$ cat src/rtl/ulpb_pwr_seq_pkg.sv
// Shared definitions for the ULPB power sequencer: control polarity, domain
// state encoding and the state-to-control decode used by every domain.
package ulpb_pwr_seq_pkg;

  localparam logic IO_HOLD    = 1'b0;
  localparam logic IO_RELEASE = 1'b1;

  typedef enum logic [2:0] {
    ST_OFF    = 3'd0,
    ST_PWR_UP = 3'd1,
    ST_CLK_UP = 3'd2,
    ST_RST_UP = 3'd3,
    ST_ON     = 3'd4,
    ST_ISO_DN = 3'd5,
    ST_RST_DN = 3'd6,
    ST_CLK_DN = 3'd7
  } dom_state_e;

  typedef struct packed {
    logic pwr;
    logic clk;
    logic rst;
    logic iso;
  } dom_ctrl_t;

  localparam dom_ctrl_t CTRL_ALL_HOLD = '{pwr: IO_HOLD, clk: IO_HOLD, rst: IO_HOLD, iso: IO_HOLD};

  // Each control is released exactly in the states between its wake step and its sleep step.
  function automatic dom_ctrl_t ctrl_for_state(input dom_state_e s);
    dom_ctrl_t c;
    c.pwr = (s != ST_OFF) ? IO_RELEASE : IO_HOLD;
    c.clk = (s inside {ST_CLK_UP, ST_RST_UP, ST_ON, ST_ISO_DN, ST_RST_DN}) ? IO_RELEASE : IO_HOLD;
    c.rst = (s inside {ST_RST_UP, ST_ON, ST_ISO_DN}) ? IO_RELEASE : IO_HOLD;
    c.iso = (s == ST_ON) ? IO_RELEASE : IO_HOLD;
    return c;
  endfunction

  function automatic dom_ctrl_t ctrl_merge(input dom_ctrl_t a, input dom_ctrl_t b);
    dom_ctrl_t c;
    c.pwr = (a.pwr == IO_HOLD || b.pwr == IO_HOLD) ? IO_HOLD : IO_RELEASE;
    c.clk = (a.clk == IO_HOLD || b.clk == IO_HOLD) ? IO_HOLD : IO_RELEASE;
    c.rst = (a.rst == IO_HOLD || b.rst == IO_HOLD) ? IO_HOLD : IO_RELEASE;
    c.iso = (a.iso == IO_HOLD || b.iso == IO_HOLD) ? IO_HOLD : IO_RELEASE;
    return c;
  endfunction

endpackage

$ cat src/rtl/ulpb_pwr_seq_dom.sv
// One power domain: sequencing FSM plus step down-counter. With
// ULPB_PWR_SEQ_NEGEDGE_EN defined, releases are delayed to the following negedge.
//   state     | meaning
//   OFF       | all controls held, waiting for wake
//   PWR_UP    | power released
//   CLK_UP    | clock released
//   RST_UP    | reset released
//   ON        | isolation released, domain awake
//   ISO_DN    | isolation held
//   RST_DN    | reset held
//   CLK_DN    | clock held, power still on
module ulpb_pwr_seq_dom
  import ulpb_pwr_seq_pkg::*;
#(
  parameter int unsigned STEP_CYC  = 2,
  parameter bit          AUTO_WAKE = 1'b1
) (
  input  logic CLKIN,
  input  logic RESETn,
  input  logic i_sleep_req,
  input  logic i_wake_req,
  output logic o_power_on,
  output logic o_release_clk,
  output logic o_release_rst,
  output logic o_release_iso,
  output logic o_dom_on,
  output logic o_busy
);

  localparam int unsigned       CNT_W    = $clog2(STEP_CYC + 1);
  localparam logic [CNT_W-1:0]  CNT_LOAD = CNT_W'(STEP_CYC - 1);

  dom_state_e       r_state;
  dom_state_e       w_next_state;
  logic [CNT_W-1:0] r_cnt;
  logic             r_first;
  dom_ctrl_t        r_ctrl_p;
  logic             r_dom_on;
  dom_ctrl_t        w_ctrl_next;
  dom_ctrl_t        w_ctrl_out;
  logic             w_step_done;
  logic             w_wake;

  assign w_step_done = (r_cnt == '0);
  assign w_wake      = i_wake_req | (r_first & AUTO_WAKE);

  always_ff @(posedge CLKIN or negedge RESETn) begin
    if (!RESETn) begin
      r_state <= ST_OFF;
      r_cnt   <= '0;
      r_first <= 1'b1;
    end else begin
      r_state <= w_next_state;
      r_first <= 1'b0;
      if (w_next_state != r_state) begin
        r_cnt <= CNT_LOAD;
      end else if (r_cnt != '0) begin
        r_cnt <= r_cnt - CNT_W'(1);
      end
    end
  end

  // Requests are only looked at in OFF and ON; transitional states run to completion.
  always_comb begin
    w_next_state = r_state;
    unique case (r_state)
      ST_OFF:    if (w_wake)      w_next_state = ST_PWR_UP;
      ST_PWR_UP: if (w_step_done) w_next_state = ST_CLK_UP;
      ST_CLK_UP: if (w_step_done) w_next_state = ST_RST_UP;
      ST_RST_UP: if (w_step_done) w_next_state = ST_ON;
      ST_ON:     if (i_sleep_req) w_next_state = ST_ISO_DN;
      ST_ISO_DN: if (w_step_done) w_next_state = ST_RST_DN;
      ST_RST_DN: if (w_step_done) w_next_state = ST_CLK_DN;
      ST_CLK_DN: if (w_step_done) w_next_state = ST_OFF;
      default:                    w_next_state = ST_OFF;
    endcase
  end

  always_comb begin
    w_ctrl_next = ctrl_for_state(w_next_state);
  end

  always_ff @(posedge CLKIN or negedge RESETn) begin
    if (!RESETn) begin
      r_ctrl_p <= CTRL_ALL_HOLD;
      r_dom_on <= 1'b0;
    end else begin
      r_ctrl_p <= w_ctrl_next;
      r_dom_on <= (w_next_state == ST_ON);
    end
  end

`ifdef ULPB_PWR_SEQ_NEGEDGE_EN
  dom_ctrl_t r_ctrl_n;

  always_ff @(negedge CLKIN or negedge RESETn) begin
    if (!RESETn) begin
      r_ctrl_n <= CTRL_ALL_HOLD;
    end else begin
      r_ctrl_n <= r_ctrl_p;
    end
  end

  assign w_ctrl_out = ctrl_merge(r_ctrl_p, r_ctrl_n);
`else
  assign w_ctrl_out = r_ctrl_p;
`endif

  assign o_power_on    = w_ctrl_out.pwr;
  assign o_release_clk = w_ctrl_out.clk;
  assign o_release_rst = w_ctrl_out.rst;
  assign o_release_iso = w_ctrl_out.iso;
  assign o_dom_on      = r_dom_on;
  assign o_busy        = !(r_state inside {ST_OFF, ST_ON});

endmodule

$ cat src/rtl/ulpb_pwr_seq.sv
// ULPB power sequencer top: NUM_DOM independent domain sequencers and the BUSY
// reduction. Optional macro ULPB_PWR_SEQ_NEGEDGE_EN adds half-cycle release delay.
module ulpb_pwr_seq
  import ulpb_pwr_seq_pkg::*;
#(
  parameter int unsigned         NUM_DOM   = 2,
  parameter int unsigned         STEP_CYC  = 2,
  parameter logic [NUM_DOM-1:0]  AUTO_WAKE = '1
) (
  input  logic               CLKIN,
  input  logic               RESETn,
  input  logic [NUM_DOM-1:0] SLEEP_REQ,
  input  logic [NUM_DOM-1:0] WAKE_REQ,
  output logic [NUM_DOM-1:0] POWER_ON,
  output logic [NUM_DOM-1:0] RELEASE_CLK,
  output logic [NUM_DOM-1:0] RELEASE_RST,
  output logic [NUM_DOM-1:0] RELEASE_ISO,
  output logic [NUM_DOM-1:0] DOM_ON,
  output logic               BUSY
);

  logic [NUM_DOM-1:0] w_busy;

  for (genvar g = 0; g < NUM_DOM; g++) begin : g_dom
    ulpb_pwr_seq_dom #(
      .STEP_CYC  (STEP_CYC),
      .AUTO_WAKE (AUTO_WAKE[g])
    ) u_dom (
      .CLKIN         (CLKIN),
      .RESETn        (RESETn),
      .i_sleep_req   (SLEEP_REQ[g]),
      .i_wake_req    (WAKE_REQ[g]),
      .o_power_on    (POWER_ON[g]),
      .o_release_clk (RELEASE_CLK[g]),
      .o_release_rst (RELEASE_RST[g]),
      .o_release_iso (RELEASE_ISO[g]),
      .o_dom_on      (DOM_ON[g]),
      .o_busy        (w_busy[g])
    );
  end

  assign BUSY = |w_busy;

endmodule

$ cat config.mk
export PLATFORM = sky130hd
export DESIGN_NAME = ulpb_pwr_seq
export DESIGN_NICKNAME = d
export VERILOG_FILES = /design/src/rtl/ulpb_pwr_seq_pkg.sv /design/src/rtl/ulpb_pwr_seq_dom.sv /design/src/rtl/ulpb_pwr_seq.sv
export SDC_FILE = /design/constraint.sdc
export NUM_CORES = 1
export LEC_CHECK = 0
export CELL_PAD_IN_SITES_DETAIL_PLACEMENT = 1
export CELL_PAD_IN_SITES_GLOBAL_PLACEMENT = 1
export CORE_ASPECT_RATIO = 0.7
export CORE_MARGIN = 2
export CORE_UTILIZATION = 36
export DETAILED_ROUTE_END_ITERATION = 6
export PLACE_DENSITY = 0.79
export SLEW_MARGIN = 20
export SYNTH_ARGS = -nofsm -noshare
export SYNTH_HDL_FRONTEND = slang
export SYNTH_SLANG_ARGS = --single-unit
$ cat constraint.sdc
create_clock -name CLKIN -period 1.35 [get_ports CLKIN]
set_input_delay 0.27 -clock CLKIN [delete_from_list [all_inputs] [get_ports CLKIN]]
set_output_delay 0.27 -clock CLKIN [all_outputs]
set_load 0.05 [all_outputs]
# Yosys cells after proc, flatten, opt, wreduce, memory -nomap -nowiden
# Cells that the tools add are included.
[word_totals] register_bits=21 latchBits=0 ram_bits=0 mem_bits_ro=0 inputBits=6 out_inout_bits=11 memories=0
[op_classes] addsub=2 multipliers=0 n_div=0 magnitude_cmp=0 n_eq_ne=26 shifts=0 n_mux=30 n_bitwise=2 n_reduce_logical=19
[ops] operator="2-to-1 mux 3 bit" count=16
[ops] operator="one-hot mux 3 bit (8 select lines)" count=2
[ops] operator="== test 3 bit, second input constant" count=14
[ops] operator="== test 3 x 2 -> 1 bit, second input constant" count=8
[ops] operator="nonzero test 2 bit" count=6
[ops] operator="nonzero test 3 bit" count=4
[ops] operator="nonzero test 5 bit" count=2
[ops] operator="2-to-1 mux 1 bit" count=8
[ops] operator="2-to-1 mux 2 bit" count=4
[ops] operator="== test 3 x 1 -> 1 bit, second input constant" count=2
[ops] operator="zero test 3 bit" count=2
[ops] operator="!= test 3 bit" count=2
[ops] operator="zero test 2 bit" count=2
[ops] operator="subtractor 2 x 1 -> 2 bit, second input constant" count=2
[ops] operator="zero test 1 bit" count=2
[ops] operator="bitwise OR 1 bit" count=2
[ops] operator="OR reduction 2 bit" count=1

# Longest topological paths before layout
[logic_depth] ltp_word=6 depth_mapped=6

# By module
# From an unflattened synthesis, not the netlist that was laid out.
[hier_totals] cells_unflattened=93 hier_area_um2=1062.3
[by_module_without_submodules] module="ulpb_pwr_seq_dom" instances=2 cells_per_inst=46 area_each_um2=528.0 seq_area_each_um2=251.5
[by_module_without_submodules] module="ulpb_pwr_seq" instances=1 cells_per_inst=1 area_each_um2=6.3 seq_area_each_um2=0.0

# Worst setup path after synthesis
# No wires, ideal clock.
[synth_timing] path_type="register to register" start="register g_dom[0].u_dom.r_cnt[0]" end="register g_dom[0].u_dom.r_ctrl_p, in the netlist g_dom[0].u_dom.o_release_rst" arrival_ns=1.130 required_time_ns=1.225 slack_ns=0.096 stages_incl_launch_ff=6 synth_period_minus_slack_ns=1.254 path_cell_list="dfrtp_1 > inv_1 > ha_1 > buf_2 > o21a_1 > mux2_2"
[synth_lines] item="start, declared" line="ulpb_pwr_seq_dom.sv:35" text="logic [CNT_W-1:0] r_cnt;"
[synth_lines] item="start signal, assigned" line="ulpb_pwr_seq_dom.sv:58" text="r_cnt <= r_cnt - CNT_W'(1);"
[synth_lines] item="end signal, assigned" line="ulpb_pwr_seq_dom.sv:88" text="r_ctrl_p <= w_ctrl_next;"
[synth_lines] item="end, declared" line="ulpb_pwr_seq_dom.sv:37" text="dom_ctrl_t r_ctrl_p;"

# Final worst setup path
[layout_timing] start="register g_dom[0].u_dom.r_state[1]" end="output port BUSY"
[layout_between] elab_chain_cells=4 word_cells_on_any_way=5 cone_classes="1 x eq/ne; 4 x reduce/logical"
[layout_rtl] item="start, declared" line="ulpb_pwr_seq_dom.sv:33" text="dom_state_e r_state;"
[layout_rtl] item="start signal, assigned" line="ulpb_pwr_seq_dom.sv:53" text="r_state <= w_next_state;"
[layout_rtl] item="== test 3 bit or zero test 3 bit (tied branches)" line="ulpb_pwr_seq_dom.sv:114" text="assign o_busy = !(r_state inside {ST_OFF, ST_ON});"
[layout_rtl] item="nonzero test 2 bit (*)" line="ulpb_pwr_seq_dom.sv:114"
[layout_rtl] item="zero test 1 bit (*)" line="ulpb_pwr_seq_dom.sv:114"
[layout_rtl] item="OR reduction 2 bit (*)" line="ulpb_pwr_seq.sv:42" text="assign BUSY = |w_busy;"
[layout_rtl] item="end, declared" line="ulpb_pwr_seq.sv:19" text="output logic BUSY"
# Every way passes the cells marked *; elsewhere a longest branch is shown, timed or not.

==> impl_summary.txt <==
----------------------------------------------------
[Setup path]
  Worst endpoint data arrival time ... between 1000 and 1500 ps
  Origin of the critical flop-to-flop path ... g_dom[1].u_dom.r_cnt[0]
  Worst path cell trace ... nor2_2 > nand2_2 > buf_12
  Data required time at the worst endpoint ... 1080 ps
  Reg2reg path depth ... 5
  Worst Setup Path Type ... reg2out
  Crit path max-delay family ... flip-flops
  Worst Path Buf+Inv ... 1
  Critical-path maximum fanout ... 3
  FF-to-FF setup slack ... about 40 ps
  Worst reg2reg endpoint ... g_dom[1].u_dom.r_state[2]
  Type of element launching the critical path ... flop
  Kind of capture point of the worst setup path ... primary output
  Delay of the slowest cell on the worst path ... between 400 and 500 ps
  Cell at the slowest stage of the critical path ... sky130_fd_sc_hd__dfrtp_1

[Finish]
  Final Non-Filler Cells ... between 100 and 150
  Net count of the finished layout ... around 120
  Area overhead of the layout relative to synthesis ... 34.7%
  Layout filler cell count ... roughly 300
  Layout cell share with drive strength beyond 1 ... approximately 35%
  ANT cells ... 0

[STA]
  Final period demand of the worst path ... between 1000 and 1500 ps
  Setup-failing EPs final ... 0
  Final cycle utilization of the critical path ... 97.8%
  Hold WS ... 347 ps
  Final count of pins violating max slew ... 0
  RSZ-0062 raised after global routing ... yes
  Final WS setup ... around 29 ps
  Maximum clock frequency ... 0.757 GHz
  Total Neg Setup Slack ... 0 ps
  Setup Skew ... around 1.7 ps
  Final-report hold violation count ... 0

[Synth]
  Synth Instances ... 97
  Syn_nets ... roughly 110
  Biggest area consumer among synthesized cells ... sky130_fd_sc_hd__dfrtp_1
  Flip-flop cell with the highest count after synthesis ... sky130_fd_sc_hd__dfrtp_1
  Yosys warning total ... 0
  Sequential-to-total area share from yosys stat ... between 40% and 50%
  Fraction of registers with async set or reset after synthesis ... 100%
  Total standard cell area after synthesis ... 1010 um2
  Library cells used by synthesis ... 39
  Number of enable-type register cells in the synthesized netlist ... 0
  Number of synthesized register bits ... 19
  Most instantiated cells after synthesis ... 18 x sky130_fd_sc_hd__dfrtp_1, 11 x sky130_fd_sc_hd__buf_4, 8 x sky130_fd_sc_hd__nand2_1
  Most frequent cell after synthesis ... sky130_fd_sc_hd__dfrtp_1
  Share of the synthesized area in the top cell type ... about 45%
  Largest cells by area after synthesis ... sky130_fd_sc_hd__dfrtp_1 45%, sky130_fd_sc_hd__buf_4 8.2%, sky130_fd_sc_hd__xnor2_1 4.3%
  Synthesized area per cell ... 10.4 um2

[Floorplanning]
  Initial core utilization ... ~37%
  Vertical die dimension ... between 40 and 50 um
  Die width ... 67.3 um
  Floorplan die area ... 3250 um2
  Core ar. ... around 2700 um2
  Placement row count ... 16
  I/O pin total ... 17

[Placed design]
  Placed cells ... 141
  Detailed placement HPWL ... 1460 um
  Post-placement worst setup slack ... -48.6 ps
  I/O Buffers ... 16
  Final weighted congestion of routability-driven global placement ... around 0.8

[Route]
  DR WL/cell ... around 14 um
  Met1 routed wirelength after detailed routing ... roughly 900 um
  Wire length on met3 ... between 70 and 80 um
  Residual DRC count ... 0
  Detailed route wirelength on metal2 ... between 1000 and 1500 um
  Uppermost routed layer ... met4
  WL final ... between 2000 and 2500 um
  Total number of vias ... between 700 and 800
  Residual antenna-violating net count after detailed routing ... 0
  Iteration count of the initial detailed-routing pass ... 4
  Iteration-0 DRC Markers ... 13
  Via density per instance ... between 5 and 6

[Global route]
  Congestion Overflow GR ... 0
  First-pass GRT wire length ... approximately 3500 um
  Global-route usage over all layers ... 14.7%
  Antenna violations before repair ... 0
  Vias in the first global route ... slightly below 800
  Pin count of the biggest net entering global routing ... 20

[Outcome]
  Result of the run ... finished, final reports clean

[Job]
  Max-Cap Viols ... 0

[Power]
  Final total power ... approximately 3.8 mW
  Power share of the clock group ... roughly a tenth
  Share of power burned in registers ... roughly 29%
  Total power divided by cell area ... around 2800 nW/um2
  Leak Pwr ... 0.573 nW
  Peak supply drop ... about 0.00073 V
  Int Pwr ... 2.17 mW
  Logic gate share of total power ... 60.7%
  Switching Fraction ... a little over two fifths
  Switching power ... 1.60 mW

[Clock tree]
  Number of buffers added to fix hold violations after cts ... 0
  CTS HTree Levels ... 1
  Total clock buffers created by CTS ... 3
  CTS tree ... built
  Latest clock arrival within the worst-skew pair ... 250 ps
  Clock-pin slew reported for the worst setup and hold paths after clock tree synthesis ... 70 ps
  Number of sinks handled by clock tree synthesis ... 19
  Maximum root-to-sink buffer count ... 2
  Root Buffer ... sky130_fd_sc_hd__clkbuf_8

[Worst hold path]
  Hold Path Class ... in2async

----------------------------------------------------
per-layer routing:
metal	up-vias	track usage [%]
met1	371	17.8
met3	6	2.33
met5	-	0
li1	353	-
met4	0	8.16
met2	21	24.6
per-stage QoR:
stage | utilization, % | instance area [um2]
after floorplan | - | 1010
after global routing | 49.6 | 1360
after global placement | 45.9 | 1260
after CTS | 48.7 | 1340
after detailed placement | 45.9 | 1260
final | 49.6 | 1360
state kept, by name, summed over array words and instances (netlist names):
signal,count
g_dom.u_dom.o_release_rst,2
g_dom.u_dom.r_cnt,4
g_dom.u_dom.r_state,6
g_dom.u_dom.o_release_iso,2
g_dom.u_dom.o_release_clk,2
g_dom.u_dom.r_first,1
g_dom.u_dom.o_power_on,2
logic make-up after synthesis:
logic type / count (synthesis) / synth area share (%)
simple gates: 28 / 15.3
fa+ha+maj: 2 / 2.47
mux: 2 / 2.10
xor+xnor: 5 / 4.33
compound gates: 20 / 14.2
flops: 19 / 47.2
other cells: 1 / 0.371
buf+inv: 20 / 14.0
worst max-delay path by stage:
stage	cells after the start	endpoint	slack [ps]	from
after floorplan	5	g_dom[0].u_dom.o_release_rst	100	g_dom[0].u_dom.r_cnt[0]
after global placement	4	g_dom[0].u_dom.r_cnt[0]	-20	WAKE_REQ[0]
after detailed placement	4	g_dom[0].u_dom.r_cnt[0]	-50	WAKE_REQ[0]
after CTS	3	BUSY	10	g_dom[0].u_dom.r_state[0]
after global routing	5	g_dom[1].u_dom.o_release_iso	-4	g_dom[1].u_dom.r_cnt[0]
final	3	BUSY	30	g_dom[0].u_dom.r_state[1]
placed cells by master (no fill, tap or decap), types with 3 or more instances in the layout:
| cell type | instances |
|---|---|
| sky130_fd_sc_hd__dfrtp_1 | 17 |
| sky130_fd_sc_hd__buf_4 | 12 |
| sky130_fd_sc_hd__buf_12 | 11 |
| sky130_fd_sc_hd__nand2_1 | 7 |
| sky130_fd_sc_hd__xnor2_1 | 5 |
| sky130_fd_sc_hd__nor2_1 | 5 |
| sky130_fd_sc_hd__clkdlybuf4s50_1 | 5 |
| sky130_fd_sc_hd__inv_1 | 4 |
| sky130_fd_sc_hd__nor3_2 | 3 |
| sky130_fd_sc_hd__a21oi_1 | 3 |
| sky130_fd_sc_hd__clkbuf_8 | 3 |
cell type report:
type | instances | area, um2 | share of cell area (%)
Sequential cell | 19 | 478 | 35.1
Inverter | 4 | 15.0 | 1.10
Multi-Input combinational cell | 58 | 418 | 30.7
Clock buffer | 4 | 45.0 | 3.31
Timing Repair Buffer | 28 | 360 | 26.5
Tap cell | 36 | 45.0 | 3.31
timing repair:
action | CTS | global route
buffers inserted | 2 | 2
setup endpoints to repair | 3 | 3
gates resized for setup | 6 | 1
pin swaps | 1 | 2
power by group through the flow:
stage               sequential, mW  combinational [mW]  clock, mW
CTS                           1.09                2.23      0.402
global placement              1.08                2.03          0
floorplan                    0.936                1.65          0
detailed placement            1.10                2.12          0
finish                        1.09                2.29      0.394
global route                  1.12                2.48      0.424
(Power assumes the default switching activity.)
